[src/rtl/blinds_pkg.sv]
// Shared types and constants for the motorised blinds controller.
package blinds_pkg;

    typedef enum logic [1:0] {
        IDLE  = 2'd0,
        UP    = 2'd1,
        DOWN  = 2'd2,
        BRAKE = 2'd3
    } state_t;

    localparam logic [1:0] POS_CLOSED  = 2'd0;
    localparam logic [1:0] POS_QUARTER = 2'd1;
    localparam logic [1:0] POS_HALF    = 2'd2;
    localparam logic [1:0] POS_FULL    = 2'd3;

endpackage

[src/rtl/blinds_ctrl_step_timer.sv]
// Motor-drive tick counter: counts while enabled, pulses wrap on the last tick of a step.
module step_timer #(
    parameter int unsigned STEP_TICKS = 8,
    parameter int unsigned CNT_W      = 16
) (
    input  logic clk,
    input  logic rst,
    input  logic enable,
    input  logic clear,
    output logic wrap
);

    logic [CNT_W-1:0] count;

    assign wrap = enable && !clear && (count == CNT_W'(STEP_TICKS - 1));

    always_ff @(posedge clk) begin
        if (rst || clear) begin
            count <= '0;
        end else if (enable) begin
            count <= wrap ? '0 : count + 1'b1;
        end
    end

endmodule

[src/rtl/blinds_ctrl.sv]
// Blinds position controller: four-position FSM driving an up/down motor in timed steps.
module blinds_ctrl
    import blinds_pkg::*;
#(
    parameter int unsigned STEP_TICKS = 8,
    parameter int unsigned CNT_W      = 16
) (
    input  logic       clk,
    input  logic       rst,
    input  logic       target_valid,
    input  logic [1:0] target,
    input  logic       btn_up,
    input  logic       btn_down,
    input  logic       stop,
    output logic       motor_up,
    output logic       motor_down,
    output logic       a,
    output logic       b,
    output logic       busy,
    output logic       done
);

    state_t     state, state_nx;
    logic [1:0] pos, pos_nx;
    logic [1:0] goal, goal_nx;
    logic [1:0] req_goal;
    logic       req;
    logic       done_q, done_nx;
    logic       moving;
    logic       wrap;

    assign moving = (state == UP) || (state == DOWN);

    // stop clears the counter so an aborted partial step is discarded
    step_timer #(
        .STEP_TICKS (STEP_TICKS),
        .CNT_W      (CNT_W)
    ) u_timer (
        .clk    (clk),
        .rst    (rst),
        .enable (moving),
        .clear  (stop),
        .wrap   (wrap)
    );

    always_ff @(posedge clk) begin
        if (rst) begin
            state  <= IDLE;
            pos    <= POS_CLOSED;
            goal   <= POS_CLOSED;
            done_q <= 1'b0;
        end else begin
            state  <= state_nx;
            pos    <= pos_nx;
            goal   <= goal_nx;
            done_q <= done_nx;
        end
    end

    always_comb begin
        state_nx = state;
        pos_nx   = pos;
        goal_nx  = goal;
        done_nx  = 1'b0;
        req      = 1'b0;
        req_goal = goal;
        case (state)
            IDLE: begin
                if (stop) begin
                    done_nx = 1'b1;
                end else begin
                    req = 1'b1;
                    if (target_valid) begin
                        req_goal = target;
                    end else if (btn_up && !btn_down) begin
                        req_goal = (pos == POS_FULL) ? pos : pos + 2'd1;
                    end else if (btn_down && !btn_up) begin
                        req_goal = (pos == POS_CLOSED) ? pos : pos - 2'd1;
                    end else begin
                        req = 1'b0;
                    end
                    if (req) begin
                        goal_nx = req_goal;
                        if (req_goal > pos) begin
                            state_nx = UP;
                        end else if (req_goal < pos) begin
                            state_nx = DOWN;
                        end else begin
                            done_nx = 1'b1;
                        end
                    end
                end
            end
            UP: begin
                if (stop) begin
                    state_nx = BRAKE;
                end else if (wrap && pos != POS_FULL) begin
                    pos_nx = pos + 2'd1;
                    if (pos_nx == goal) state_nx = BRAKE;
                end
            end
            DOWN: begin
                if (stop) begin
                    state_nx = BRAKE;
                end else if (wrap && pos != POS_CLOSED) begin
                    pos_nx = pos - 2'd1;
                    if (pos_nx == goal) state_nx = BRAKE;
                end
            end
            BRAKE: begin
                state_nx = IDLE;
                done_nx  = 1'b1;
            end
            default: state_nx = IDLE;
        endcase
    end

    assign motor_up   = (state == UP);
    assign motor_down = (state == DOWN);
    assign a          = pos[1];
    assign b          = pos[0];
    assign busy       = (state != IDLE);
    assign done       = done_q;

endmodule

[config.mk]
export PLATFORM = sky130hd
export DESIGN_NAME = blinds_ctrl
export DESIGN_NICKNAME = d
export VERILOG_FILES = /design/src/rtl/blinds_pkg.sv /design/src/rtl/blinds_ctrl_step_timer.sv /design/src/rtl/blinds_ctrl.sv
export SDC_FILE = /design/constraint.sdc
export NUM_CORES = 1
export LEC_CHECK = 0
export ABC_AREA = 1
export BUFFER_PORTS_ARGS = -buffer_cell sky130_fd_sc_hd__buf_4
export CORE_MARGIN = 2
export CORE_UTILIZATION = 30
export CTS_CLUSTER_SIZE = 40
export DETAILED_ROUTE_END_ITERATION = 8
export RECOVER_POWER = 25
export SLEW_MARGIN = 5
export SYNTH_ARGS = -nofsm -noshare
export SYNTH_HDL_FRONTEND = slang
export SYNTH_SLANG_ARGS = --single-unit
[constraint.sdc]
create_clock -name clk -period 3 [get_ports clk]
set_input_delay 0.15 -clock clk [delete_from_list [all_inputs] [get_ports clk]]
set_output_delay 0.15 -clock clk [all_outputs]
set_load 0.005 [all_outputs]
# After elaboration in Yosys (flattened, before gate mapping)
# Cells that the tools add are included.
# W data, S select, Z words.
[op_classes]
n_addsub = 3
magnitude_cmp = 2
n_eq_ne = 19
n_mux = 34
bitwise_logic = 1
reduce_logical = 19
[op_table]
columns = ["op", "count"]
rows = [
  ["$mux W2", 21],
  ["$add A16 B1 Y16 const B", 1],
  ["$eq A16 B3 Y1 const B", 1],
  ["$mux W16", 1],
  ["$ne A3 B2 Y1 const B", 4],
  ["$mux W1", 9],
  ["$ne A2 B2 Y1 const B", 4],
  ["$pmux W2 S4", 1],
  ["$reduce_and A7 Y1", 1],
  ["$eq A2 B2 Y1 const B", 3],
  ["$logic_and A1 B1 Y1", 6],
  ["$ne A2 B1 Y1 const B", 3],
  ["$reduce_bool A2 Y1", 3],
  ["$reduce_and A5 Y1", 1],
  ["$eq A2 B2 Y1", 2],
  ["$logic_not A2 Y1", 2],
  ["$pmux W2 S2", 1],
  ["$logic_not A1 Y1", 3],
  ["$ne A3 B3 Y1 const B", 1],
  ["$reduce_and A3 Y1", 1],
  ["$add A2 B1 Y2 const B", 1],
  ["$eq A2 B1 Y1 const B", 1],
  ["$gt A2 B2 Y1", 1],
  ["$logic_or A1 B1 Y1", 2],
  ["4 further kinds", 4],
]
[totals]
reg_bits = 23
input_bits = 8
output_inout_bits = 6
wordCells = 83

# Depth between registers and ports, before layout
# Gate-level depths: netlist of run 1.
[logic_depth]
word_depth = 13
mapped_depth = 19
depth_no_buf = 19

# Cells and area by module
# A second synthesis of run 1 with hierarchy kept.
[hier_totals]
hier_cells = 253
area_unflattened_um2 = 1639.1
[modules_own_cells]
columns = ["mod", "instances", "cells_each", "area_each_um2", "seq_area_each_um2"]
rows = [
  ["step_timer", 1, 145, 945.9, 320.3],
  ["blinds_ctrl", 1, 108, 693.2, 140.1],
]

# Worst setup path before layout of run 1
# Ideal clock, no wire load.
[synth_path]
kind = "reg2reg"
start = "register pos[0]"
end = "register state[0]"
arrival_time_ps = 2006
required_time_ps = 2885
path_slack_ps = 879
stages_incl_launch_ff = 19
synth_period_minus_slack_ps = 2121
path_cell_list = "dfxtp_1 inv_1 ha_1 mux2i_1 nand2_1 nand2_1 nor2_1 a21oi_1 ha_1 nand2_1 inv_1 nand2_1 nand2_1 a21oi_1 nand2_1 nand2_1 nand3_1 nand2_1 nor2_1"
[synth_between]
elab_chain_len = 12
elab_cells_between_ends = 29
cone_classes = "add/sub: 2; order compare: 2; eq/ne: 9; mux: 11; reduce/logical: 5"
[synth_rtl]
columns = ["element", "line_no", "text"]
rows = [
  ["start: declaration", "blinds_ctrl.sv:24", "logic [1:0] pos, pos_nx;"],
  ["start signal: assignment", "blinds_ctrl.sv:54", "pos <= pos_nx;"],
  ["$sub A2 B1 Y2 / $logic_not A2 Y1 (equally long branches)", "blinds_ctrl.sv:78, blinds_ctrl.sv:106", ""],
  ["$mux W2", "blinds_ctrl.sv:78", "req_goal = (pos == POS_CLOSED) ? pos : pos - 2'd1;"],
  ["$mux W2", "blinds_ctrl.sv:77", "end else if (btn_down && !btn_up) begin"],
  ["$mux W2", "blinds_ctrl.sv:75", "end else if (btn_up && !btn_down) begin"],
  ["$mux W2", "blinds_ctrl.sv:73", "if (target_valid) begin"],
  ["$mux W2", "blinds_ctrl.sv:69", "if (stop) begin"],
  ["$mux W2", "blinds_ctrl.sv:67", "case (state)"],
  ["$gt A2 B2 Y1", "blinds_ctrl.sv:84", "if (req_goal > pos) begin"],
  ["$mux W2", "blinds_ctrl.sv:84", ""],
  ["$mux W2", "blinds_ctrl.sv:82", "if (req) begin"],
  ["$mux W2", "blinds_ctrl.sv:69", ""],
  ["$pmux W2 S4", "blinds_ctrl.sv:67", ""],
  ["end signal: assignment", "blinds_ctrl.sv:53", "state <= state_nx;"],
  ["end: declaration", "blinds_ctrl.sv:23", "state_t state, state_nx;"],
]
# Several ways; a longest one is shown, not always the timed one. The select of a mux whose other input is x is not followed.
# A chain may end at the register's enable or synchronous reset.

# Worst setup path in the final report of run 1
[layout_path]
start = "register pos[0]"
end = "register state[1]"
# The elaborated chain is that of the path after synthesis.

==> flow_metrics.env, run 1 <==
export IMPL_cts_buffers=3
export IMPL_drc=0
export IMPL_critPathLaunchType="flop"
export IMPL_antenna_found_initial=0
export IMPL_boundaryPins=14
export IMPL_cts_resized=0
export IMPL_dieWidth_um=77.2
export IMPL_pre_cts_ws_ns=0.662
export IMPL_worstPathArrival_ns=2.50
export IMPL_sw_frac_of_total_pct=40.7
export IMPL_fmax_ghz=0.428
export IMPL_dr_pass1_iters=4
export IMPL_grt_max_degree=14
export IMPL_syn_cell_area_um2=1610
export IMPL_num_vias=1458
export IMPL_p_comb_share_pct=46.2
export IMPL_finalCriticalPeriod_ns=2.33
export IMPL_ir_worst_vdd_mv=0.191
export IMPL_maxSlewViolCount=0
export IMPL_synth_cell_types=34
export IMPL_grt_overflow=0
export IMPL_num_rows=26
export IMPL_holdWs_ns=0.0794
export IMPL_grt_pass1_wl_um=5870
export IMPL_clk_path_buf_depth=2
export IMPL_grt_pass1_vias=1287
export IMPL_cap_violations=0
export IMPL_status="finished clean"
export IMPL_cts_clk_slew_worst_paths_ns=0.08
export IMPL_power_leakage_nw=0.867
export IMPL_rsz0062_at_grt="false"
export IMPL_grt_usage_pct=12.1
export IMPL_layout_commonest_cell="nand2_1"
export IMPL_holdBufCountCts=0
export IMPL_gp_congestion=0.859
export IMPL_drt_iter0_markers=72
export IMPL_vias_per_cell=4.51
export IMPL_areaGrowthSynthToFinish_pct=13.2
export IMPL_postSynthCellCount=238
export IMPL_hold_path_class="primary input to flop"
export IMPL_final_cell_mix="46 x nand2_1, 37 x nor2_1, 36 x inv_1"
export IMPL_hold_path_depth=2
export IMPL_worst_slack_ns=0.665
export IMPL_clk_latency_ns=0.26
export IMPL_clkPwrFrac_pct=18.1
export IMPL_drt_wl_total_um=3320
export IMPL_finClkSkew_ns=0.00393
export IMPL_die_y_um=77.2
export IMPL_switchingPower_uw=437
export IMPL_finalHoldViolCount=0
export IMPL_crit_slowest_cell="dfxtp_1"
export IMPL_crit_path_end_kind="flop"
export IMPL_seq_power_share_pct=35.8
export IMPL_h_tree_depth=1
export IMPL_fin_util_pct=35.4
export IMPL_internal_power_uw=636
export IMPL_core_area_um2=5140
export IMPL_finalCritPeriodShare_pct=77.8
export IMPL_crit_top_cell="nand2_1"
export IMPL_synth_nets=260
export IMPL_yosys_warnings=0
export IMPL_crit_chain="inv_1 > ha_1 > mux2i_1 > nand2_1 > nand2_1 > nor2_1 > a21oi_1 > ha_1 > nand2_1 > inv_1 > nand2_1 > nand2_1 > a21oi_1 > nand2_1 > nand2_1 > nand3_1 > nand2_1 > nor2_1"
export IMPL_io_buffers=13
export IMPL_hpwl_um=2650
export IMPL_path_max_fanout=8
export IMPL_worstMarginPinSlew_ns=0.357
export IMPL_start_util_pct=31.3
export IMPL_drtAntennaViolNets=0
export IMPL_die_area_um2=5960
export IMPL_power_density_nw_per_um2=589
export IMPL_ys_seq_area_share_pct=28.6
export IMPL_postCtsSetupRepairBufs=0
export IMPL_fin_nets=276
export IMPL_wl_per_cell_um=10.3
export IMPL_slew_headroom_pct=76.0
export IMPL_crit_type="flop to flop"
export IMPL_required_ns=3.16
export IMPL_tns_ns=0
export IMPL_cts_tree="yes"
export IMPL_ys_ff_latch=23
export IMPL_cts_root_buf="clkbuf_8"
export IMPL_synth_avg_cell_area_um2=6.76
export IMPL_clock_sinks=23
export IMPL_reg2reg_depth=18
export IMPL_p_total_mw=1.07
export IMPL_setup_viol=0
export IMPL_max_stage_delay_ns=0.50
export IMPL_n_antenna_cell=0
export IMPL_layout_drive_gt1_share_pct=11.1
-- power by group through the flow --
stage	logic (mW)	clock network [mW]	registers, mW
final	0.495	0.194	0.383
after floorplan	0.388	0	0.384
after global routing	0.569	0.221	0.390
after CTS	0.501	0.204	0.385
after global placement	0.500	0	0.391
after detailed placement	0.499	0	0.392
-- layout make-up --
| type | instances | area, um^2 |
|---|---|---|
| clock buffers | 3 | 41.3 |
| clock inverters | 1 | 5.00 |
| fillers | 561 | 3320 |
| inverters | 39 | 146 |
| multi-input cells | 174 | 982 |
| flip-flops and latches | 23 | 460 |
| well taps | 70 | 87.6 |
| repair buffers | 13 | 97.6 |
-- state kept, by name, summed over array words and instances (netlist names) --
| signal | count |
|---|---|
| pos | 2 |
| goal | 2 |
| done | 1 |
| state | 2 |
| u_timer.count | 16 |
-- layer usage --
layer	share of wire, %	GRT usage, %	vias up
li1	-	-	790
met1	51	16.5	658
met2	46	19.0	8
met3	1.3	2.12	2
met4	1.1	4.29	0
met5	0	0	-
-- synthesized netlist by cell type (all sizes together) --
library cell | instances | share of area [%]
a21oi | 15 | 4.7
a221oi | 1 | 0.54
a31o | 1 | 0.54
a31oi | 1 | 0.39
buf | 2 | 1.2
clkinv | 1 | 0.23
dfxtp | 23 | 29
ha | 14 | 11
inv | 38 | 8.9
mux2i | 1 | 0.62
nand2 | 49 | 12
nand3 | 13 | 4.0
nand3b | 1 | 0.47
nand4 | 6 | 2.7
nor2 | 38 | 9.0
nor3 | 10 | 4.1
nor3b | 2 | 1.6
nor4 | 1 | 0.39
o211ai | 1 | 0.47
o21ai | 10 | 3.1
o21bai | 1 | 0.47
or2 | 1 | 0.39
xnor2 | 3 | 1.6
xor2 | 5 | 2.7
-- critical path: cells and delay by family, from the launching register on --
kind,cells,cell delay [ns]
AO/OA/AOI/OAI,2,0.28
adder cells (fa/ha/maj),2,0.45
buffers and inverters,2,0.17
flip-flops,1,0.50
multiplexers,1,0.12
AND/OR/NAND/NOR,11,0.71
-- path summary, 6_finish.rpt --
path / startpoint / to / slack (ns)
worst max-delay path: pos[0] / state[1] / 0.67
worst min-delay path: rst / done / 0.08
worst max register to register: pos[0] / state[1] / 0.67
worst min register to register: u_timer.count[0] / u_timer.count[0] / 0.50
-- per-stage QoR --
| step | instances | area (um^2) |
|---|---|---|
| 3_5_place_dp | 319 | 1770 |
| 5_1_grt | 323 | 1820 |
| 2_1_floorplan | 238 | 1610 |
| 3_3_place_gp | 319 | 1770 |
| 4_1_cts | 323 | 1820 |
| 6_report | 323 | 1820 |
-- cells by family after synthesis --
family | Yosys count | synth area share (%)
and+or+nand+nor | 121 | 35.0
muxes | 1 | 0.623
AOI/OAI and AO/OA | 30 | 10.2
xor gates and xnor gates | 8 | 4.36
buffers and inverters | 41 | 10.3
adders and majority gates | 14 | 10.9
DFF | 23 | 28.6
(Power assumes the default switching activity.)
==> inputs of run 2 (changes only) <==
Clock period 3 ns to 2.12 ns, I/O delays scaled along.
==> run 2 against run 1 <==
Compared with the run above:
- register-to-register slack lost 0.58 ns
- final area grew 5.6%
- global-route usage is 0.29 points higher
- clock power is 43% higher
- critical path type unchanged
- critical endpoint is now state[0]
- largest power group unchanged
==> flow_metrics.env, run 2 (synthesis gave the netlist of run 1 again) <==
export IMPL_status="finished clean"
export IMPL_num_vias=1489
export IMPL_finalCritPeriodShare_pct=96.0
export IMPL_clkPwrFrac_pct=16.6
export IMPL_worst_slack_ns=0.0856
export IMPL_setup_viol=0
export IMPL_hpwl_um=2730
export IMPL_critPathLaunchType="flop"
export IMPL_power_leakage_nw=0.912
export IMPL_drt_wl_total_um=3410
export IMPL_cts_root_buf="clkbuf_8"
export IMPL_cts_tree="yes"
export IMPL_num_rows=26
export IMPL_grt_overflow=0
export IMPL_switchingPower_uw=664
export IMPL_core_area_um2=5140
export IMPL_worstPathArrival_ns=2.20
export IMPL_final_cell_area_um2=1920
export IMPL_pre_cts_ws_ns=-0.0297
export IMPL_vias_per_cell=4.48
export IMPL_fin_nets=285
export IMPL_wl_per_cell_um=10.3
export IMPL_areaGrowthSynthToFinish_pct=19.5
export IMPL_boundaryPins=14
export IMPL_finalCriticalPeriod_ns=2.03
export IMPL_die_area_um2=5960
export IMPL_rsz0062_at_grt="true"
export IMPL_dieWidth_um=77.2
export IMPL_holdWs_ns=0.0364
export IMPL_drtAntennaViolNets=0
export IMPL_h_tree_depth=1
export IMPL_holdBufCountCts=0
export IMPL_grt_pass1_wl_um=6020
export IMPL_grt_usage_pct=12.4
export IMPL_gp_congestion=0.792
export IMPL_drt_iter0_markers=77
export IMPL_crit_type="flop to flop"
export IMPL_placed_area_um2=1830
export IMPL_clk_latency_ns=0.26
export IMPL_clock_sinks=23
export IMPL_grt_pass1_vias=1361
export IMPL_drc=0
export IMPL_fmax_ghz=0.492
export IMPL_hold_path_class="primary input to flop"
export IMPL_finClkSkew_ns=0.00193
export IMPL_placed_cells=326
export IMPL_n_antenna_cell=0
export IMPL_fin_cells=332
export IMPL_clk_path_buf_depth=2
export IMPL_layout_commonest_cell="nand2_1"
export IMPL_dr_pass1_iters=4
export IMPL_cap_violations=0
export IMPL_largest_register="u_timer.count"
export IMPL_grt_max_degree=13
export IMPL_path_max_fanout=4
export IMPL_io_buffers=13
export IMPL_die_y_um=77.2
export IMPL_sw_frac_of_total_pct=39.8
export IMPL_required_ns=2.29
export IMPL_internal_power_mw=1.01
export IMPL_crit_path_end_kind="flop"
export IMPL_ir_worst_vdd_mv=0.402
export IMPL_cts_clk_slew_worst_paths_ns=0.08
export IMPL_antenna_found_initial=0
export IMPL_final_cell_mix="42 x nand2_1, 37 x nor2_1, 35 x inv_1"
export IMPL_seq_power_share_pct=32.1
export IMPL_largest_reg_flops=16
export IMPL_power_density_nw_per_um2=869
export IMPL_finalHoldViolCount=0
export IMPL_cts_buffers=3
export IMPL_start_util_pct=31.3
export IMPL_layout_drive_gt1_share_pct=17.9
export IMPL_p_comb_share_pct=51.2
export IMPL_worstMarginPinSlew_ns=0.373
export IMPL_tns_ns=0
export IMPL_slew_headroom_pct=74.9
export IMPL_maxSlewViolCount=0
-- run 2: cell count changes in the layout (fill, tap and decap cells not counted), moves of 3 or more --
cell,change
nand2_2,+4
clkbuf_4,-3
nand2_1,-4
buf_4,+12
-- run 2: through the flow --
stage	total power [mW]	utilization (%)
3_3_place_gp	1.35	35.6
6_report	1.67	37.4
4_1_cts	1.65	36.5
3_5_place_dp	1.36	35.6
5_1_grt	1.83	37.4
2_1_floorplan	1.09	-
-- run 2: cell type report --
type / count / area [um^2]
clock buffer: 4 / 45.0
fill: 601 / 3220
inverter: 39 / 146
multi-input combinational: 174 / 1010
sequential: 23 / 463
tap: 70 / 87.6
timing repair buffer: 22 / 165
-- run 2: final timing paths --
kind              cells past startpoint          endpoint  slack [ns]             start
setup reg to reg                     17          state[0]        0.09            pos[0]
hold / removal                        2              done        0.04               rst
setup / recovery                     17          state[0]        0.09            pos[0]
hold reg to reg                       2  u_timer.count[0]        0.49  u_timer.count[0]
-- run 2: timing repair --
item / in CTS / in global routing
setup buffers: 0 / 2
setup endpoints to repair: 2 / 3
resized for setup: 2 / 9
pin swaps: 0 / 3
-- run 2: metal layers --
metal  GRT usage (%)  up-vias  share of wire (%)
li1                -      812                  -
met1            16.1      664                 50
met2            20.8       11                 47
met3            1.76        2                1.6
met4            4.29        0                1.1
met5               0        -                  0
-- run 2: power groups by stage --
stage	logic, mW	clock network, mW	registers (mW)
2_1_floorplan	0.549	0	0.545
3_3_place_gp	0.812	0	0.542
3_5_place_dp	0.814	0	0.544
4_1_cts	0.825	0.289	0.535
5_1_grt	0.988	0.302	0.543
6_report	0.855	0.278	0.536
-- run 2: critical path: stages, from the launching register on --
cell     delay [ns]
dfxtp_2        0.36
inv_2          0.04
buf_4          0.13
ha_2           0.17
a21oi_1        0.11
o21ai_0        0.09
nand2_1        0.13
ha_4           0.21
nand2_1        0.08
inv_1          0.05
nand2_2        0.07
nand2_2        0.05
a21oi_2        0.11
nand2_1        0.07
nand2_2        0.08
nand3_1        0.07
nand2_1        0.06
nor2_1         0.04
